## config.mk

```make
export PLATFORM = sky130hd
export DESIGN_NAME = eq_gain_loader
export DESIGN_NICKNAME = d
export VERILOG_FILES = /design/src/rtl/eq_pkg.sv /design/src/rtl/eq_gain_step.sv /design/src/rtl/eq_gain_loader.sv
export SDC_FILE = /design/constraint.sdc
export NUM_CORES = 1
export LEC_CHECK = 0
export CORE_MARGIN = 1.5
export CORE_UTILIZATION = 55
export CTS_BUF_LIST = sky130_fd_sc_hd__clkbuf_8
export DETAILED_ROUTE_END_ITERATION = 12
export MAX_ROUTING_LAYER = met4
export PLACE_DENSITY = 0.78
export RECOVER_POWER = 100
export SYNTH_ARGS = -nofsm -noshare
export SYNTH_HDL_FRONTEND = slang
export SYNTH_SLANG_ARGS = --single-unit
export TNS_END_PERCENT = 10
```

## constraint.sdc

```tcl
create_clock -name clk -period 3.05 [get_ports clk]
set_input_delay 0.305 -clock clk [delete_from_list [all_inputs] [get_ports clk]]
set_output_delay 0.305 -clock clk [all_outputs]
set_load 0.1 [all_outputs]
```

## src/rtl/eq_pkg.sv

```systemverilog
// Shared constants and types for the equalizer gain loader.
// GAIN_RAMP_EN (optional macro) adds the RAMP state used for stepped gain updates.
package eq_pkg;

   localparam int NUM_BANDS = 8;
   localparam int GAIN_W    = 8;
   localparam int ADDR_W    = 3;
   localparam logic signed [GAIN_W-1:0] UNITY_GAIN = 8'sd64;

   typedef logic signed [GAIN_W-1:0] gain_t;
   typedef gain_t gain_bank_t [NUM_BANDS];

   typedef enum logic [1:0] {
      IDLE  = 2'd0,
      PEND  = 2'd1,
      APPLY = 2'd2,
      RAMP  = 2'd3
   } eq_ld_state_t;

endpackage

```

## src/rtl/eq_gain_step.sv

```systemverilog
// One-band gain stepper: moves cur one code toward tgt (signed compare).
// Present only when GAIN_RAMP_EN is defined.
`ifdef GAIN_RAMP_EN
module eq_gain_step
   import eq_pkg::*;
(
   input  logic [GAIN_W-1:0] i_cur,
   input  logic [GAIN_W-1:0] i_tgt,
   output logic [GAIN_W-1:0] o_next,
   output logic              o_eq
);

   gain_t w_cur;
   gain_t w_tgt;

   assign w_cur = gain_t'(i_cur);
   assign w_tgt = gain_t'(i_tgt);

   // o_eq reports that the stepped value has reached the target
   always_comb begin
      o_next = i_cur;
      if (w_cur == w_tgt) begin
         o_next = i_cur;
      end else if (w_cur < w_tgt) begin
         o_next = i_cur + 8'd1;
      end else begin
         o_next = i_cur - 8'd1;
      end
      o_eq = (o_next == i_tgt);
   end

endmodule
`endif

```

## src/rtl/eq_gain_loader.sv

```systemverilog
// Shadow/active gain bank loader; commits only on a sample boundary.
// Define GAIN_RAMP_EN to step active gains by one code per sample instead of copying.
module eq_gain_loader
   import eq_pkg::*;
(
   input  logic                        clk,
   input  logic                        rst,
   input  logic                        cfg_valid,
   output logic                        cfg_ready,
   input  logic [ADDR_W-1:0]           cfg_addr,
   input  logic [GAIN_W-1:0]           cfg_gain,
   input  logic                        cfg_commit,
   input  logic                        sample_stb,
   output logic [NUM_BANDS*GAIN_W-1:0] g_out,
   output logic                        busy,
   output logic                        gain_updated
);

   eq_ld_state_t r_state;
   eq_ld_state_t w_state_nxt;
   gain_bank_t   r_shadow;
   gain_bank_t   r_active;
   gain_bank_t   w_load_val;
   logic         w_beat;
   logic         w_load;
   logic         w_all_eq;

   assign w_beat = cfg_valid && cfg_ready;
   assign w_load = sample_stb && ((r_state == PEND) || (r_state == RAMP));

`ifdef GAIN_RAMP_EN
   gain_t                w_step [NUM_BANDS];
   logic [NUM_BANDS-1:0] w_eq;

   for (genvar gi = 0; gi < NUM_BANDS; gi++) begin : g_step
      eq_gain_step u_step (
         .i_cur  (r_active[gi]),
         .i_tgt  (r_shadow[gi]),
         .o_next (w_step[gi]),
         .o_eq   (w_eq[gi])
      );
   end

   assign w_all_eq   = &w_eq;
   assign w_load_val = w_step;
`else
   assign w_all_eq   = 1'b1;
   assign w_load_val = r_shadow;
`endif

   // State register
   always_ff @(posedge clk) begin
      if (rst) begin
         r_state <= IDLE;
      end else begin
         r_state <= w_state_nxt;
      end
   end

   // Next-state logic; a strobe in the commit cycle is seen while still IDLE, so it is ignored
   always_comb begin
      w_state_nxt = r_state;
      case (r_state)
         IDLE: begin
            if (w_beat && cfg_commit) begin
               w_state_nxt = PEND;
            end else begin
               w_state_nxt = IDLE;
            end
         end
         PEND, RAMP: begin
            if (!sample_stb) begin
               w_state_nxt = r_state;
            end else if (w_all_eq) begin
               w_state_nxt = APPLY;
            end else begin
               w_state_nxt = RAMP;
            end
         end
         APPLY:   w_state_nxt = IDLE;
         default: w_state_nxt = IDLE;
      endcase
   end

   // Output decode from the registered state
   always_comb begin
      cfg_ready    = 1'b0;
      busy         = 1'b0;
      gain_updated = 1'b0;
      case (r_state)
         IDLE:    cfg_ready    = 1'b1;
         PEND:    busy         = 1'b1;
         RAMP:    busy         = 1'b1;
         APPLY:   gain_updated = 1'b1;
         default: cfg_ready    = 1'b0;
      endcase
   end

   // Shadow bank; out-of-range addresses match no band and are dropped
   always_ff @(posedge clk) begin
      if (rst) begin
         for (int i = 0; i < NUM_BANDS; i++) begin
            r_shadow[i] <= UNITY_GAIN;
         end
      end else if (w_beat) begin
         for (int i = 0; i < NUM_BANDS; i++) begin
            if (cfg_addr == ADDR_W'(i)) begin
               r_shadow[i] <= gain_t'(cfg_gain);
            end
         end
      end
   end

   // Active bank, updated only on a sample strobe while a commit is outstanding
   always_ff @(posedge clk) begin
      if (rst) begin
         for (int i = 0; i < NUM_BANDS; i++) begin
            r_active[i] <= UNITY_GAIN;
         end
      end else if (w_load) begin
         for (int i = 0; i < NUM_BANDS; i++) begin
            r_active[i] <= w_load_val[i];
         end
      end
   end

   for (genvar gi = 0; gi < NUM_BANDS; gi++) begin : g_flat
      assign g_out[gi*GAIN_W +: GAIN_W] = r_active[gi];
   end

endmodule

```

=== Yosys cells after proc, flatten, opt, wreduce, memory -nomap -nowiden ===
Memories as Yosys holds them, arrays and structs flattened.
Cells that the tools add are included.

* Reduce and logical (&&, ||, !) cells: 15
* Equal/unequal tests: 11
* Bitwise operators: 8
* Multiplexer cells: 19

{| class="wikitable"
|+ Operators by type and width
! kind !! number
|-
| $mux 8 || 8
|-
| $reduce_and 2->1 || 8
|-
| $eq 3x3->1 const B || 4
|-
| $mux 1 || 9
|-
| $or 1x1->1 || 8
|-
| $eq 3x2->1 const B || 2
|-
| $pmux 2 s3 || 1
|-
| $eq 2x2->1 const B || 2
|-
| $eq 3x1->1 const B || 1
|-
| $logic_and 1x1->1 || 3
|-
| $logic_not 3->1 || 1
|-
| $eq 2x1->1 const B || 1
|-
| $logic_not 2->1 || 1
|-
| $mux 2 || 1
|-
| $ne 2x1->1 const B || 1
|-
| $reduce_or 2->1 || 1
|-
| $logic_or 1x1->1 || 1
|}

* RAM bits: 64
* Bits in registers: 66
* Output and inout bits: 67
* Bits of input ports: 16
* Memories: 1
* Logic and storage cells: 63

{| class="wikitable"
|+ Memory list
! name !! words !! bits a word !! read ports !! clocked after Yosys merged registers in !! write ports !! RTL line !! text
|-
| r_active || 8 || 8 || 8 || 0 || 8 || eq_gain_loader.sv:22 || <nowiki>gain_bank_t r_active;</nowiki>
|}

=== Depth between registers and ports, before layout ===
Gate-level depths: netlist of the first run.

* Word-level depth: 7
* Gate-level depth with buffers: 5
* Mapped depth without buffers: 3

=== Least setup slack after synthesis of the first run ===
OpenSTA, ideal clock, no wires.

* Path kind: input port to flip-flop
* Start point: in rst
* End point: mem r_active[0][0] in the netlist's numbering, enable pin
* Buffers on the path: 3
* Required time: 2.630 ns
* Setup time: 0.420 ns
* Stages on the path: 4
* Data arrival time: 2.158 ns
* Slack: 0.471 ns
* Cells stage by stage: buf_6 > clkbuf_1 > buf_2 > a21o_1

{| class="wikitable"
|+ RTL lines
! item !! RTL line !! text
|-
| start: declaration || eq_gain_loader.sv:7 || <nowiki>input logic rst,</nowiki>
|-
| end: declaration || eq_gain_loader.sv:22 ||
|}

==> results_dict.tcl, run 1 <==
set metrics [dict create \
    status "complete, but fails checks" \
    violations "max-capacitance violations, max-slew violations" \
    hold_viol 0 \
    drv_cap 1 \
    insertion_delay_ns 0.42 \
    overflow 0 \
    die_h_um 98.24 \
    wl_per_cell_um 15.94 \
    place.gp.congestion 0.7360 \
    grt_pass1_wl_um 14860 \
    final_area_um2 6180 \
    num_io_pins 83 \
    reg2reg_from "r_state[0]$_SDFFE_PP0P_" \
    dr_total_vias 2899 \
    setup_viol 0 \
    drt_wl_total_um 9183 \
    yosysTopAreaCellShare_pct 38.53 \
    holdBufCountCts 0 \
    crit_family "buffers and inverters" \
    synth_fp_nets 392 \
    clk_pin_slew_ns 0.07 \
    max_freq_mhz 434.9 \
    post-cts-setup-buffers 0 \
    cp_max_fo 1 \
    track_usage_pct 20.75 \
    synth_commonest_cells "69 x nand2b_1, 66 x dfxtp_1, 64 x edfxtp_1, 64 x mux2i_1, 42 x and2_1" \
    yosysTopAreaCell "edfxtp_1" \
    path_class "reg2out" \
    cts_buffer_depth 2 \
    worstPathBufferInverterCount 1 \
    period_minus_slack_ns 2.300 \
    worstMarginPinSlew_ns 1.723 \
    max_stage_delay_ns 1.21 \
    ys_types 26 \
    holdCritStartpoint "r_shadow[53]$_SDFFE_PP0P_" \
    ir_worst_vdd_v 0.0004127 \
    cts_tree "yes" \
    synthFlopType "dfxtp_1" \
    synthArstFlopShare_pct 0 \
    hp-class "reg2reg" \
    dieArea_um2 9650 \
    slew_headroom_pct -14.85 \
    slowest_stage "dlygate4sd3_1" \
    rows 34 \
    hpwl_um 5872 \
    cts_made_buffers 17 \
    ys_seq_area_share_pct 65.01 \
    grt_pass1_vias 2958 \
    powerDensity_nw_per_um2 596.4 \
    cts_sinks 130 \
    finalMaxSlewViolations 57 \
    via_per_inst 5.033 \
    rsz0062_at_grt "false" \
    drc 0 \
    drtIter0Drc 208 \
    cts_resized 0 \
    period_share_pct 75.40 \
    regToRegSetupSlack_ns 1.13 \
    firstDrtPassIters 4 \
    synth.avg_cell_area_um2 13.27 \
    placed_cell_area_um2 5857 \
    synth_area_um2 4989 \
    yosysWarnings 0 \
    synth_cells 376 \
    start_util_pct 56.92 \
    finClkSkew_ns 0.007100 \
    ys_top_cells_by_area "edfxtp_1 39%, dfxtp_1 26%, mux2i_1 13%" \
    cp.arrival_ns 1.99 \
    end_kind "output port" \
    die_w_um 98.24 \
    path_cells "dlygate4sd3_1" \
    core_um2 8763 \
    area_growth_pct 23.88 \
    synth_edf_count 64 \
    crit_start "r_active[1][29]$_SDFFCE_PP0P_" \
    io_buffers 82 \
    drive_gt1_share_pct 8.547 \
    h-tree-depth 4 \
    required_ns 2.74 \
    final_nets 472 \
    synth-seq-cells 130 \
    ant_nets 0 \
    antenna_found_initial 0 \
    critPathLaunchType "flop" \
    yosysMostFrequentCell "nand2b_1" \
    leakage_nw 2.714 \
    cts-root-buf "clkbuf_8" \
    antenna_cells 0 \
    grt_max_degree 57 \
    fin_tns_setup_ns 0 \
]
[kinds of logic (layout without fill, tap and decap cells)]
| group | Yosys count | after routing | share of synthesized area, % |
|---|---|---|---|
| AO/OA/AOI/OAI | 2 | 2 | 0.3261 |
| buffers and inverters | 42 | 134 | 3.662 |
| flip-flops | 130 | 130 | 65.01 |
| multiplexers | 64 | 64 | 12.84 |
| AND/OR/NAND/NOR | 138 | 138 | 18.16 |
[state kept, by name, summed over array words and instances (netlist names)]
register,cells
r_active,64
r_shadow,64
r_state,2
[metal layers]
layer	vias to the layer above	routed length (um)	global-route usage (%)
li1	1418	-	-
met1	1400	4186	26.10
met2	67	4501	33.05
met3	14	354	4.438
met4	0	141	8.126
met5	-	0	-
[layout by cell type, fill, tap and decap left out, types with 2 or more instances in the layout]
master            n
clkinvlp_4        3
and2_0           14
edfxtp_1         64
clkbuf_1          6
mux2i_1          64
clkdlybuf4s50_1  14
inv_1            19
dlygate4sd3_1    64
clkbuf_8         19
nor2_1           12
nand2_2           4
and2_1           28
nor3b_1           2
dfxtp_1          66
clkinv_2          5
nand2b_1         69
[cell type report]
type,count,area (um2)
well taps,108,135.1
inverters,17,63.81
multi-input cells,204,1551
repair buffers,86,830.8
flip-flops and latches,130,3243
fillers,641,2584
clock inverters,12,93.84
clock buffers,19,261.5
[report_power, final]
part           switching (mW)  internal [mW]  total, mW
Combinational           0.374          0.104      0.478
Sequential             0.0187           1.88       1.90
Clock                   0.638          0.669       1.31
Total                    1.03           2.66       3.69
[worst paths after layout]
path | endpoint | depth (start not counted)
worst max-delay path | g_out[61] | 1
worst min-delay path | r_shadow[53]$_SDFFE_PP0P_ | 2
worst max register to register | r_active[1][27]$_SDFFCE_PP0P_ | 2
worst min register to register | r_shadow[53]$_SDFFE_PP0P_ | 2
[stage by stage]
step	power, mW	cells	util (%)	setup WS, ns	hold WS, ns
after floorplan	2.317	376	-	0.4714	0.4442
after CTS	3.722	576	70.89	0.8080	0.3381
final	3.686	576	70.52	0.7504	0.4727
after global placement	2.432	545	66.83	0.9735	0.4539
after detailed placement	2.437	545	66.83	0.9370	0.4624
after global routing	3.794	576	70.52	0.4613	0.4890
No activity file was read; power rests on OpenSTA's default activity.
==> inputs of run 2 (changes only) <==
==> constraint.sdc (replaced) <==
create_clock -name clk -period 2.4 [get_ports clk]
set_input_delay 0.24 -clock clk [delete_from_list [all_inputs] [get_ports clk]]
set_output_delay 0.24 -clock clk [all_outputs]
set_load 0.1 [all_outputs]
==> results_dict.tcl, run 2 (synthesis gave the netlist of run 1 again) <==
set metrics [dict create \
    status "complete, no violations" \
    track_usage_pct 20.42 \
    multi_input_area_um2 1533 \
    die_h_um 98.24 \
    antenna_found_initial 0 \
    core_um2 8763 \
    clk_pin_slew_ns 0.07 \
    drt_wl_total_um 9203 \
    rsz0062_at_grt "false" \
    hold_viol 0 \
    post-cts-setup-buffers 0 \
    wl_per_cell_um 15.89 \
    drtIter0Drc 109 \
    drive_gt1_share_pct 9.554 \
    layout_commonest_cell "nand2b_1" \
    overflow 0 \
    dp_worst_setup_slack_ns 0.5531 \
    leakage_nw 2.545 \
    place.gp.congestion 0.7555 \
    cts_buffer_depth 2 \
    antenna_cells 0 \
    cts_sinks 130 \
    critPathLaunchType "flop" \
    worstMarginPinSlew_ns 1.194 \
    worstPathBufferInverterCount 1 \
    final_nets 474 \
    fillers 684 \
    period_share_pct 79.55 \
    path_class "reg2out" \
    cts-root-buf "clkbuf_8" \
    h-tree-depth 4 \
    final_cell_mix "69 x nand2b_1, 67 x clkbuf_1, 66 x dfxtp_1, 64 x mux2i_1, 64 x edfxtp_1" \
    num_io_pins 83 \
    cp.arrival_ns 1.67 \
    firstDrtPassIters 4 \
    period_minus_slack_ns 1.909 \
    max_freq_mhz 523.8 \
    holdBufCountCts 0 \
    required_ns 2.16 \
    setup_viol 0 \
    drv_cap 0 \
    ir_worst_vdd_v 0.0006151 \
    top_regs "r_active: 64 flops, r_shadow: 64 flops, r_state: 2 flops" \
    via_per_inst 5.016 \
    grt_max_degree 49 \
    grt_pass1_wl_um 14430 \
    insertion_delay_ns 0.43 \
    finalMaxSlewViolations 0 \
    cts_made_buffers 17 \
    powerDensity_nw_per_um2 896.0 \
    final_core_util_pct 67.45 \
    slew_headroom_pct 20.75 \
    dieArea_um2 9650 \
    cts_tree "yes" \
    die_w_um 98.24 \
    regArea_um2 3243 \
    dr_total_vias 2904 \
    drc 0 \
    slowest_stage "clkbuf_1" \
    report.power.total_mw 5.296 \
    area_growth_pct 18.49 \
    path_cells "clkbuf_1" \
    end_kind "output port" \
    hpwl_um 5833 \
    cp_max_fo 1 \
    setup_slack_ns 0.4909 \
    start_util_pct 56.92 \
    hp-class "in2reg" \
    grt_pass1_vias 2869 \
    crit_family "buffers and inverters" \
    rows 34 \
    max_stage_delay_ns 0.87 \
    fin_tns_setup_ns 0 \
    ant_nets 0 \
    cts_resized 0 \
    finClkSkew_ns 0.008330 \
    io_buffers 82 \
]
==> run 2: changes by cell type in the layout (fill, tap and decap cells not counted), moves of 6 or more <==
| cell | before | now |
|---|---|---|
| clkbuf_1 | 6 | 67 |
| clkbuf_2 | 0 | 6 |
| and2_1 | 28 | 13 |
| bufinv_16 | 1 | 7 |
| dlygate4sd3_1 | 64 | 0 |
| and2_0 | 14 | 29 |
==> run 2: stage by stage <==
stage | instance area [um2] | hold WS (ns) | std cells
final | 5911 | 0.4683 | 579
after global placement | 5699 | 0.4537 | 547
after floorplan | 4990 | 0.4083 | 376
after CTS | 6206 | 0.2333 | 579
after detailed placement | 5699 | 0.4625 | 547
after global routing | 5911 | 0.4818 | 579
==> run 2: power breakdown <==
part | switching [mW] | total [mW] | internal (mW)
clock network | 0.838 | 2.31 | 1.48
registers | 0.0253 | 2.42 | 2.39
logic | 0.474 | 0.564 | 0.0905
total | 1.34 | 5.30 | 3.96
==> run 2: routing by layer <==
layer	wire, um	global-route usage [%]	share of wire, %
met1	4205	24.98	46
met2	4494	32.31	49
met3	393	5.655	4.3
met4	110	8.126	1.2
met5	0	-	0
==> run 2: cell type report <==
type | count | share of cell area (%)
timing repair buffer | 88 | 7.261
sequential | 130 | 54.87
inverter | 17 | 1.080
clock buffer | 18 | 4.191
tap | 108 | 2.286
multi-input combinational | 204 | 25.93
clock inverter | 14 | 4.382
==> run 2: worst register-to-register path, cell delays in order (launching register included) <==
cell and delay (ns):
dfxtp_1 0.40, nor3b_1 0.63, nand4b_1 0.17, clkbuf_1 0.33, mux2i_1 0.20
==> run 2: path summary, 6_finish.rpt <==
kind,cells past startpoint,startpoint,slack [ns],end
worst min register to register,2,r_shadow[20]$_SDFFE_PP0P_,0.47,r_shadow[20]$_SDFFE_PP0P_
worst min-delay path,2,rst,0.47,r_state[0]$_SDFFE_PP0P_
worst max-delay path,1,r_active[1][29]$_SDFFCE_PP0P_,0.49,g_out[61]
worst max register to register,4,r_state[0]$_SDFFE_PP0P_,0.53,r_shadow[21]$_SDFFE_PP0P_
==> inputs of run 3 (changes only) <==
--- a/config.mk
+++ b/config.mk
@@ -6,11 +6,11 @@
 export NUM_CORES = 1
 export LEC_CHECK = 0
 export CORE_MARGIN = 1.5
-export CORE_UTILIZATION = 55
+export CORE_UTILIZATION = 49
 export CTS_BUF_LIST = sky130_fd_sc_hd__clkbuf_8
 export DETAILED_ROUTE_END_ITERATION = 12
 export MAX_ROUTING_LAYER = met4
-export PLACE_DENSITY = 0.78
+export PLACE_DENSITY = 0.73
 export RECOVER_POWER = 100
 export SYNTH_ARGS = -nofsm -noshare
 export SYNTH_HDL_FRONTEND = slang
==> constraint.sdc (replaced) <==
create_clock -name clk -period 1.7 [get_ports clk]
set_input_delay 0.17 -clock clk [delete_from_list [all_inputs] [get_ports clk]]
set_output_delay 0.17 -clock clk [all_outputs]
set_load 0.1 [all_outputs]
==> results_dict.tcl, run 3 (synthesis gave the netlist of run 1 again) <==
set metrics [dict create \
    status "complete, no violations" \
    dr_total_vias 2898 \
    finalMaxSlewViolations 0 \
    cts_sinks 130 \
    track_usage_pct 18.33 \
    cp.arrival_ns 1.85 \
    worst_r2r_endpoint "r_shadow[45]$_SDFFE_PP0P_" \
    dieArea_um2 10800 \
    max_stage_delay_ns 0.38 \
    cts_made_buffers 17 \
    holdWs_ns 0.2493 \
    clkPwrFrac_pct 35.8 \
    final_cell_mix "69 x nand2b_1, 67 x clkbuf_2, 66 x dfxtp_1, 64 x mux2i_1, 64 x edfxtp_1" \
    drv_cap 0 \
    drc 0 \
    hp-class "in2reg" \
    setup_slack_ns 0.1329 \
    worstMarginPinSlew_ns 0.6619 \
    grt_pass1_vias 2940 \
    cts-root-buf "clkbuf_8" \
    p_switching_mw 1.807 \
    powerDensity_nw_per_um2 1103 \
    cp_max_fo 8 \
    period_share_pct 92.19 \
    insertion_delay_ns 0.42 \
    fin_tns_setup_ns 0 \
    drtIter0Drc 99 \
    drt_wl_total_um 8997 \
    die_w_um 103.9 \
    grt_pass1_wl_um 14810 \
    antenna_found_initial 0 \
    max_freq_mhz 638.1 \
    worstHoldPathCells 2 \
    p_seq_share_pct 51.6 \
    r2r_cells 4 \
    cts_resized 0 \
    firstDrtPassIters 4 \
    start_util_pct 50.80 \
    worstPathBufferInverterCount 1 \
    holdCritStartpoint "rst" \
    required_ns 1.98 \
    period_minus_slack_ns 1.567 \
    regToRegSetupSlack_ns 0.13 \
    num_io_pins 83 \
    die_h_um 103.9 \
    crit_family "simple AND/OR/NAND/NOR gates" \
    cts_tree "yes" \
    antenna_cells 0 \
    hold_viol 0 \
    leakage_nw 2.748 \
    io_buffers 82 \
    h-tree-depth 4 \
    finClkSkew_ns 0.009534 \
    slew_headroom_pct 55.88 \
    swShare_pct 27.34 \
    holdPathEnd "r_state[0]$_SDFFE_PP0P_" \
    cts_buffer_depth 2 \
    rows 36 \
    ant_nets 0 \
    overflow 0 \
    holdBufCountCts 0 \
    wl_per_cell_um 14.58 \
    rsz0062_at_grt "false" \
    end_kind "flop" \
    area_growth_pct 20.12 \
    hpwl_um 5967 \
    grt_max_degree 49 \
    layout_commonest_cell "nand2b_1" \
    final_nets 487 \
    place.gp.congestion 0.7308 \
    path_cells "nor3_1, clkbuf_1, nand2_1, mux2i_1" \
    ir_worst_vdd_v 0.0007220 \
    fillers 835 \
    drive_gt1_share_pct 23.35 \
    reg2reg_from "r_state[1]$_SDFFE_PP0P_" \
    dp_worst_setup_slack_ns 0.07769 \
    core_um2 9819 \
    top_regs "r_active: 64 flops, r_shadow: 64 flops, r_state: 2 flops" \
    setup_viol 0 \
    slowest_stage "dfxtp_1" \
    path_class "reg2reg" \
    critPathLaunchType "flop" \
    internal-power_mw 4.804 \
    pwr-share-comb_pct 12.6 \
    via_per_inst 4.697 \
    clk_pin_slew_ns 0.07 \
    post-cts-setup-buffers 0 \
    report.power.total_mw 6.611 \
]
-- run 3: cell types whose count changed in the layout (fill, tap and decap cells not counted), moves of 4 or more --
cell / delta
clkbuf_1: -63
clkbuf_2: +61
buf_4: +8
and2_0: -6
and2_1: +6
clkbuf_4: +6
bufinv_16: -5
clkinv_1: +4
-- run 3: stage by stage --
step                instances  utilization (%)  cell area (um2)
floorplan                 376                -             4999
global placement          585            60.33             5924
detailed placement        585            60.33             5924
CTS                       617            64.02             6286
global route              617            61.02             5992
finish                    617            61.02             5992
-- run 3: final cells by class --
type,instances,area (um2),area share [%]
Multi-Input combinational cell,204,1534,25.60
Clock inverter,15,127.6,2.130
Inverter,17,63.81,1.065
Tap cell,133,166.4,2.777
Sequential cell,130,3243,54.12
Timing Repair Buffer,101,623.1,10.40
Clock buffer,17,234.0,3.905
-- run 3: worst register-to-register path: stages (launching register included) --
cell and delay [ns]:
dfxtp_1 0.38, nor3_1 0.38, clkbuf_1 0.17, nand2_1 0.29
mux2i_1 0.20
-- run 3: metal layers --
metal	vias up	wire (um)	global-route usage [%]	share of wire, %
met1	1375	4058	22.70	45
met4	0	77	5.952	0.86
li1	1449	-	-	-
met3	7	415	5.576	4.6
met2	67	4446	28.86	49
met5	-	0	-	0
-- run 3: how the worst max path moves through the flow --
| stage | startpoint | to | cells past startpoint |
|---|---|---|---|
| floorplan | r_state[1]$_SDFFE_PP0P_ | gain_updated | 1 |
| CTS | r_state[1]$_SDFFE_PP0P_ | gain_updated | 2 |
| detailed placement | cfg_addr[0] | r_shadow[21]$_SDFFE_PP0P_ | 5 |
| finish | r_state[1]$_SDFFE_PP0P_ | r_shadow[45]$_SDFFE_PP0P_ | 4 |
| global route | r_state[1]$_SDFFE_PP0P_ | r_shadow[46]$_SDFFE_PP1P_ | 4 |
| global placement | cfg_addr[0] | r_shadow[16]$_SDFFE_PP0P_ | 5 |
-- run 3: power by group through the flow --
stage | Sequential [mW] | Clock, mW | Combinational [mW]
final | 3.41 | 2.37 | 0.834
after global routing | 3.42 | 2.54 | 0.866
after CTS | 3.41 | 2.41 | 0.916
after detailed placement | 3.48 | 0 | 0.915
after global placement | 3.48 | 0 | 0.908
after floorplan | 3.94 | 0 | 0.215
